File: config.mk
export PLATFORM = sky130hd
export DESIGN_NAME = step_judge
export DESIGN_NICKNAME = d
export VERILOG_FILES = /design/src/rtl/ddr_pkg.sv /design/src/rtl/step_edge_detect.sv /design/src/rtl/step_judge.sv
export SDC_FILE = /design/constraint.sdc
export NUM_CORES = 1
export LEC_CHECK = 0
export ABC_AREA = 1
export ABC_CLOCK_PERIOD_IN_PS = 4700
export CORE_ASPECT_RATIO = 1.5
export CORE_MARGIN = 2
export CORE_UTILIZATION = 55
export CTS_CLUSTER_DIAMETER = 120
export DETAILED_ROUTE_END_ITERATION = 6
export PLACE_DENSITY = 0.89
export SLEW_MARGIN = 20
export SYNTH_ARGS = -nofsm -noshare
export SYNTH_HDL_FRONTEND = slang
export SYNTH_SLANG_ARGS = --single-unit
File: constraint.sdc
create_clock -name clock -period 4.7 [get_ports clock]
set_input_delay 1.41 -clock clock [delete_from_list [all_inputs] [get_ports clock]]
set_output_delay 1.41 -clock clock [all_outputs]
set_load 0.02 [all_outputs]
File: src/rtl/ddr_pkg.sv
// rtl/ddr_pkg.sv - shared result codes, score increments and FSM encoding for step_judge
package ddr_pkg;

  localparam logic [1:0] RES_NONE    = 2'b00;
  localparam logic [1:0] RES_MISS    = 2'b01;
  localparam logic [1:0] RES_GOOD    = 2'b10;
  localparam logic [1:0] RES_PERFECT = 2'b11;

  localparam logic [1:0] SCORE_PERFECT = 2'd2;
  localparam logic [1:0] SCORE_GOOD    = 2'd1;

  typedef enum logic {
    ST_IDLE  = 1'b0,
    ST_ARMED = 1'b1
  } state_t;

endpackage

File: src/rtl/step_edge_detect.sv
// rtl/step_edge_detect.sv - 4-bit rising-edge detector for one player's buttons
//   clock  in   system clock
//   reset  in   asynchronous active-high reset
//   btn    in   [3:0] synchronous button levels
//   rise   out  [3:0] one-cycle high where btn went 0->1
module step_edge_detect (
  input  logic       clock,
  input  logic       reset,
  input  logic [3:0] btn,
  output logic [3:0] rise
);

  logic [3:0] btn_q;

  always_ff @(posedge clock or posedge reset) begin
    if (reset) btn_q <= 4'b0000;
    else       btn_q <= btn;
  end

  assign rise = btn & ~btn_q;

endmodule

File: src/rtl/step_judge.sv
// rtl/step_judge.sv - per-note timing judge for two players with score and combo
//   clock, reset            system clock, asynchronous active-high reset
//   a_btn, b_btn            [3:0] debounced button levels per player
//   note_valid/note_dir     note offer from the chart sequencer (dir one-hot)
//   note_ready              high while IDLE
//   a_res_valid/a_res       one-cycle judgement pulse and code, player A
//   b_res_valid/b_res       same for player B
//   a_score/b_score         saturating score
//   a_combo/b_combo         saturating consecutive non-MISS count
//   Optional: STEP_JUDGE_EARLY_PENALTY_EN - a rise while IDLE clears that player's combo
module step_judge
  import ddr_pkg::*;
#(
  parameter int WINDOW    = 16,
  parameter int PERFECT_W = 4,
  parameter int SCORE_W   = 16
) (
  input  logic               clock,
  input  logic               reset,
  input  logic [3:0]         a_btn,
  input  logic [3:0]         b_btn,
  input  logic               note_valid,
  input  logic [3:0]         note_dir,
  output logic               note_ready,
  output logic               a_res_valid,
  output logic               b_res_valid,
  output logic [1:0]         a_res,
  output logic [1:0]         b_res,
  output logic [SCORE_W-1:0] a_score,
  output logic [SCORE_W-1:0] b_score,
  output logic [SCORE_W-1:0] a_combo,
  output logic [SCORE_W-1:0] b_combo
);

  localparam int CNT_W = $clog2(WINDOW + 1);

  state_t             state;
  logic [CNT_W-1:0]   cnt;
  logic [3:0]         dir;
  logic               a_done, b_done;
  logic [3:0]         a_rise, b_rise;
  logic               last;
  logic               a_judge, b_judge;
  logic [1:0]         a_code, b_code;

  step_edge_detect u_edge_a (.clock(clock), .reset(reset), .btn(a_btn), .rise(a_rise));
  step_edge_detect u_edge_b (.clock(clock), .reset(reset), .btn(b_btn), .rise(b_rise));

  function automatic logic [1:0] grade(input logic [3:0] rise, input logic [3:0] target,
                                       input logic [CNT_W-1:0] t);
    // No rise here means the window timed out on this player.
    if (rise == 4'b0000)     return RES_MISS;
    else if (rise != target) return RES_MISS;
    else if (t < CNT_W'(PERFECT_W)) return RES_PERFECT;
    else                     return RES_GOOD;
  endfunction

  function automatic logic [SCORE_W-1:0] sat_add(input logic [SCORE_W-1:0] v,
                                                 input logic [1:0] inc);
    logic [SCORE_W:0] s;
    s = {1'b0, v} + (SCORE_W + 1)'(inc);
    return s[SCORE_W] ? {SCORE_W{1'b1}} : s[SCORE_W-1:0];
  endfunction

  function automatic logic [1:0] score_inc(input logic [1:0] code);
    if (code == RES_PERFECT)   return SCORE_PERFECT;
    else if (code == RES_GOOD) return SCORE_GOOD;
    else                       return 2'd0;
  endfunction

  assign note_ready = (state == ST_IDLE);
  assign last       = (cnt == CNT_W'(WINDOW - 1));

  // A press in the last cycle is judged in place of the timeout MISS.
  assign a_judge = (state == ST_ARMED) && !a_done && ((a_rise != 4'b0000) || last);
  assign b_judge = (state == ST_ARMED) && !b_done && ((b_rise != 4'b0000) || last);
  assign a_code  = grade(a_rise, dir, cnt);
  assign b_code  = grade(b_rise, dir, cnt);

  always_ff @(posedge clock or posedge reset) begin
    if (reset) begin
      state       <= ST_IDLE;
      cnt         <= '0;
      dir         <= 4'b0000;
      a_done      <= 1'b0;
      b_done      <= 1'b0;
      a_res_valid <= 1'b0;
      b_res_valid <= 1'b0;
      a_res       <= RES_NONE;
      b_res       <= RES_NONE;
      a_score     <= '0;
      b_score     <= '0;
      a_combo     <= '0;
      b_combo     <= '0;
    end else begin
      a_res_valid <= 1'b0;
      b_res_valid <= 1'b0;
      a_res       <= RES_NONE;
      b_res       <= RES_NONE;
      case (state)
        ST_IDLE: begin
          if (note_valid) begin
            dir    <= note_dir;
            cnt    <= '0;
            a_done <= 1'b0;
            b_done <= 1'b0;
            state  <= ST_ARMED;
          end
`ifdef STEP_JUDGE_EARLY_PENALTY_EN
          if (a_rise != 4'b0000) a_combo <= '0;
          if (b_rise != 4'b0000) b_combo <= '0;
`endif
        end
        ST_ARMED: begin
          cnt <= cnt + CNT_W'(1);
          if (a_judge) begin
            a_done      <= 1'b1;
            a_res_valid <= 1'b1;
            a_res       <= a_code;
            a_score     <= sat_add(a_score, score_inc(a_code));
            a_combo     <= (a_code == RES_MISS) ? '0 : sat_add(a_combo, 2'd1);
          end
          if (b_judge) begin
            b_done      <= 1'b1;
            b_res_valid <= 1'b1;
            b_res       <= b_code;
            b_score     <= sat_add(b_score, score_inc(b_code));
            b_combo     <= (b_code == RES_MISS) ? '0 : sat_add(b_combo, 2'd1);
          end
          if (last || ((a_done || a_judge) && (b_done || b_judge))) state <= ST_IDLE;
        end
        default: state <= ST_IDLE;
      endcase
    end
  end

endmodule
==> qor.txt <==
final slew viol count - 0
number of global-route vias before repair - 4961
worst slack, placed - 406 ps
antenna cells - 0
top-count cell post-synth - nand2_1
Die Ht - 126 um
post-cts resize count - 0
Main synth FF type - dfrtp_1
Buffers & Inverters on Critical Path - 4
Ys Warns - 0
CTS Buffer Depth - 2
GP Congestion - 0.891
leakage power - 3.23 nW
CTS tree - yes
clk_lat worst skew - 340 ps
initial core utilization - 0.564
R2R setup slack - 1910 ps
clk slew on worst S/H paths - 60 ps
worst vdd ir - 0.000289 V
Core Region - 0.00969 mm2
CTS buffer count - 9
crit path capture - b_score[6]
drt drc - 0
outcome - complete, no violations
DP Area - 0.00634 mm2
Critical Path Stages - 17
R2R Path Start - dir[0]
DP Wirelength - 9.08 mm
data required time of the critical path - 4970 ps
Cell Pwr Density - 381 mW/mm2
Routed WL per cell - 12.8 um
final worst setup slack - 752 ps
post-route insts no fill - 991
nets - 896
H-tree levels - 3
share of cells above drive strength 1 - 0.0457
routed via count - 5252
Worst path most repeated cell - nand2_1
Cell Area, Synth - 0.00547 mm2
delay-heaviest family, CP - simple AND/OR/NAND/NOR gates
Critical Path AT - 4210 ps
Post-CTS Setup Inserts - 0
CTS Hold Bufs - 0
I/O Buffers - 85
FFs w/ async S/R, synth - 1.00
Setup crit start kind - input port
largest net degree at the start of global routing - 54
DR pass1 iterations - 5
Worst Hold Class - reg2reg
Die Footprint - 0.0108 mm2
post-route cell area - 0.00664 mm2
Root Buffer - clkbuf_16
crit-path cells - clkdlybuf4s50_1, nand2_1, nand2_1, nor2_1, nor2_1, nand2_1, nor2_1, ha_1, inv_1, fa_1, inv_1, nand3_1, inv_1, nand2_1, nor2_2, o21ai_0, o21ai_1
ANT nets after route - 0
slew margin rel. - 0.377
Seq/Total Area, Yosys - 0.412
CP startpoint - b_btn[3]
Synth cell types - 33
Layout area overhead - 21.5%
Setup CP Type - in2reg
Syn Inst Count - 789
initial drt markers - 214
Fmax achieved - 253 MHz
max-cap viol count - 0
total gr overflow - 0
aggregate routed wire length - 12.7 mm
Final min period - 3950 ps
Synth area leader - dfrtp_1
IO Pins - 86
CP Max Fanout - 7
slew at the pin closest to its max-slew limit - 934 ps
Hold Violations, Final - 0
TNS Setup - 0 ps
EDFF count, synth - 0
hold slack - 507 ps
Final setup viols - 0
CP max-delay cell - clkdlybuf4s50_1
net count after synthesis - 814
Synth Register Bits - 90
Final Cycle Share - 0.840
worst stage delay on the critical path - 530 ps
wire length of the first global-routing pass - 21.7 mm
placed cell count - 975
area share of the largest cell type after synthesis - 0.412
Register-to-Register Path Depth - 17
most common library cells after synthesis - nand2_1, dfrtp_1, inv_1
main area contributors after synthesis - dfrtp_1, nand2_1, nand3_1, inv_1, nor2_1
Total GRT Usage - 0.245
Rows - 44
Sinks on Clock Net - 90
CP Capture Type - register
syn avg cell area - 6.93 um2
RSZ-0062 raised after global routing - false
initial antenna violation count - 0
RR Endpoint - b_score[6]
skew final - 7.45 ps
die width - 85.4 um
Vias/cell - 5.30
[through the flow]
step | utilization | power, W
after floorplan | - | 0.00156
after detailed placement | 0.655 | 0.00181
after global placement | 0.655 | 0.00179
final | 0.686 | 0.00253
after global routing | 0.686 | 0.00269
after CTS | 0.686 | 0.00255
[layout make-up]
type,instances,area (um2)
Fill cell,812,3050
Multi-Input combinational cell,593,2740
Timing Repair Buffer,87,866
Tap cell,115,144
Clock inverter,2,35.0
Sequential cell,90,2250
Inverter,90,342
Clock buffer,14,264
[worst min-delay path by stage]
stage | slack (ps) | endpoint | start | cells after the start
after floorplan | 470 | cnt[3] | cnt[3] | 1
after global placement | 500 | cnt[4] | cnt[4] | 2
after detailed placement | 510 | cnt[4] | cnt[4] | 2
after CTS | 520 | cnt[0] | cnt[0] | 1
after global routing | 550 | cnt[0] | cnt[0] | 1
final | 510 | cnt[0] | cnt[0] | 1
[state kept, by name, summed over array words and instances (netlist names)]
register / count
a_res_valid: 1
b_done: 1
a_score: 16
state: 1
b_score: 16
u_edge_a.btn_q: 4
a_done: 1
dir: 4
a_res: 2
b_res: 2
u_edge_b.btn_q: 4
cnt: 5
b_res_valid: 1
b_combo: 16
a_combo: 16
[worst reg2reg max path, delay by kind of cell (launching register included)]
family | cells | cell delay [ps]
DFF | 1 | 390
buffers and inverters | 4 | 410
and+or+nand+nor | 9 | 1070
adders and majority gates | 2 | 580
AOI/OAI and AO/OA | 2 | 250
[metal layers]
metal / wire (um) / GRT usage / part of all wire / vias up
met1: 5320 / 0.300 / 0.42 / 2434
li1: - / - / - / 2658
met2: 6480 / 0.425 / 0.51 / 139
met3: 645 / 0.0393 / 0.051 / 21
met5: 0 / 0 / 0 / -
met4: 239 / 0.0999 / 0.019 / 0
[power by group]
part,switching [W],total (W),leakage [nW],internal (W)
Clock,0.000296,0.000737,0.147,0.000441
Sequential,0.000134,0.00103,1.21,0.000895
Combinational,0.000476,0.000766,1.88,0.000290
Total,0.000905,0.00253,3.23,0.00163
[cells by family after synthesis]
logic type	after synthesis	share of synthesized area
buf+inv	106	0.0867
fa+ha+maj	10	0.0256
flops	90	0.412
compound gates	66	0.0625
xor+xnor	13	0.0208
simple gates	504	0.392
[cell usage in the layout, fill, tap and decap left out, drive strengths merged, types with 2 or more instances in the layout]
master and count:
xor2 7, nand3 78, nor3 3, clkdlybuf4s50 85, clkbuf 14, o21ai 57
nand2 319, fa 2, xnor2 6, ha 8, nor2 82, a21oi 6
buf 2, dfrtp 90, nand4 20, clkinv 2, inv 89
Power figures use the tool's default switching activity.
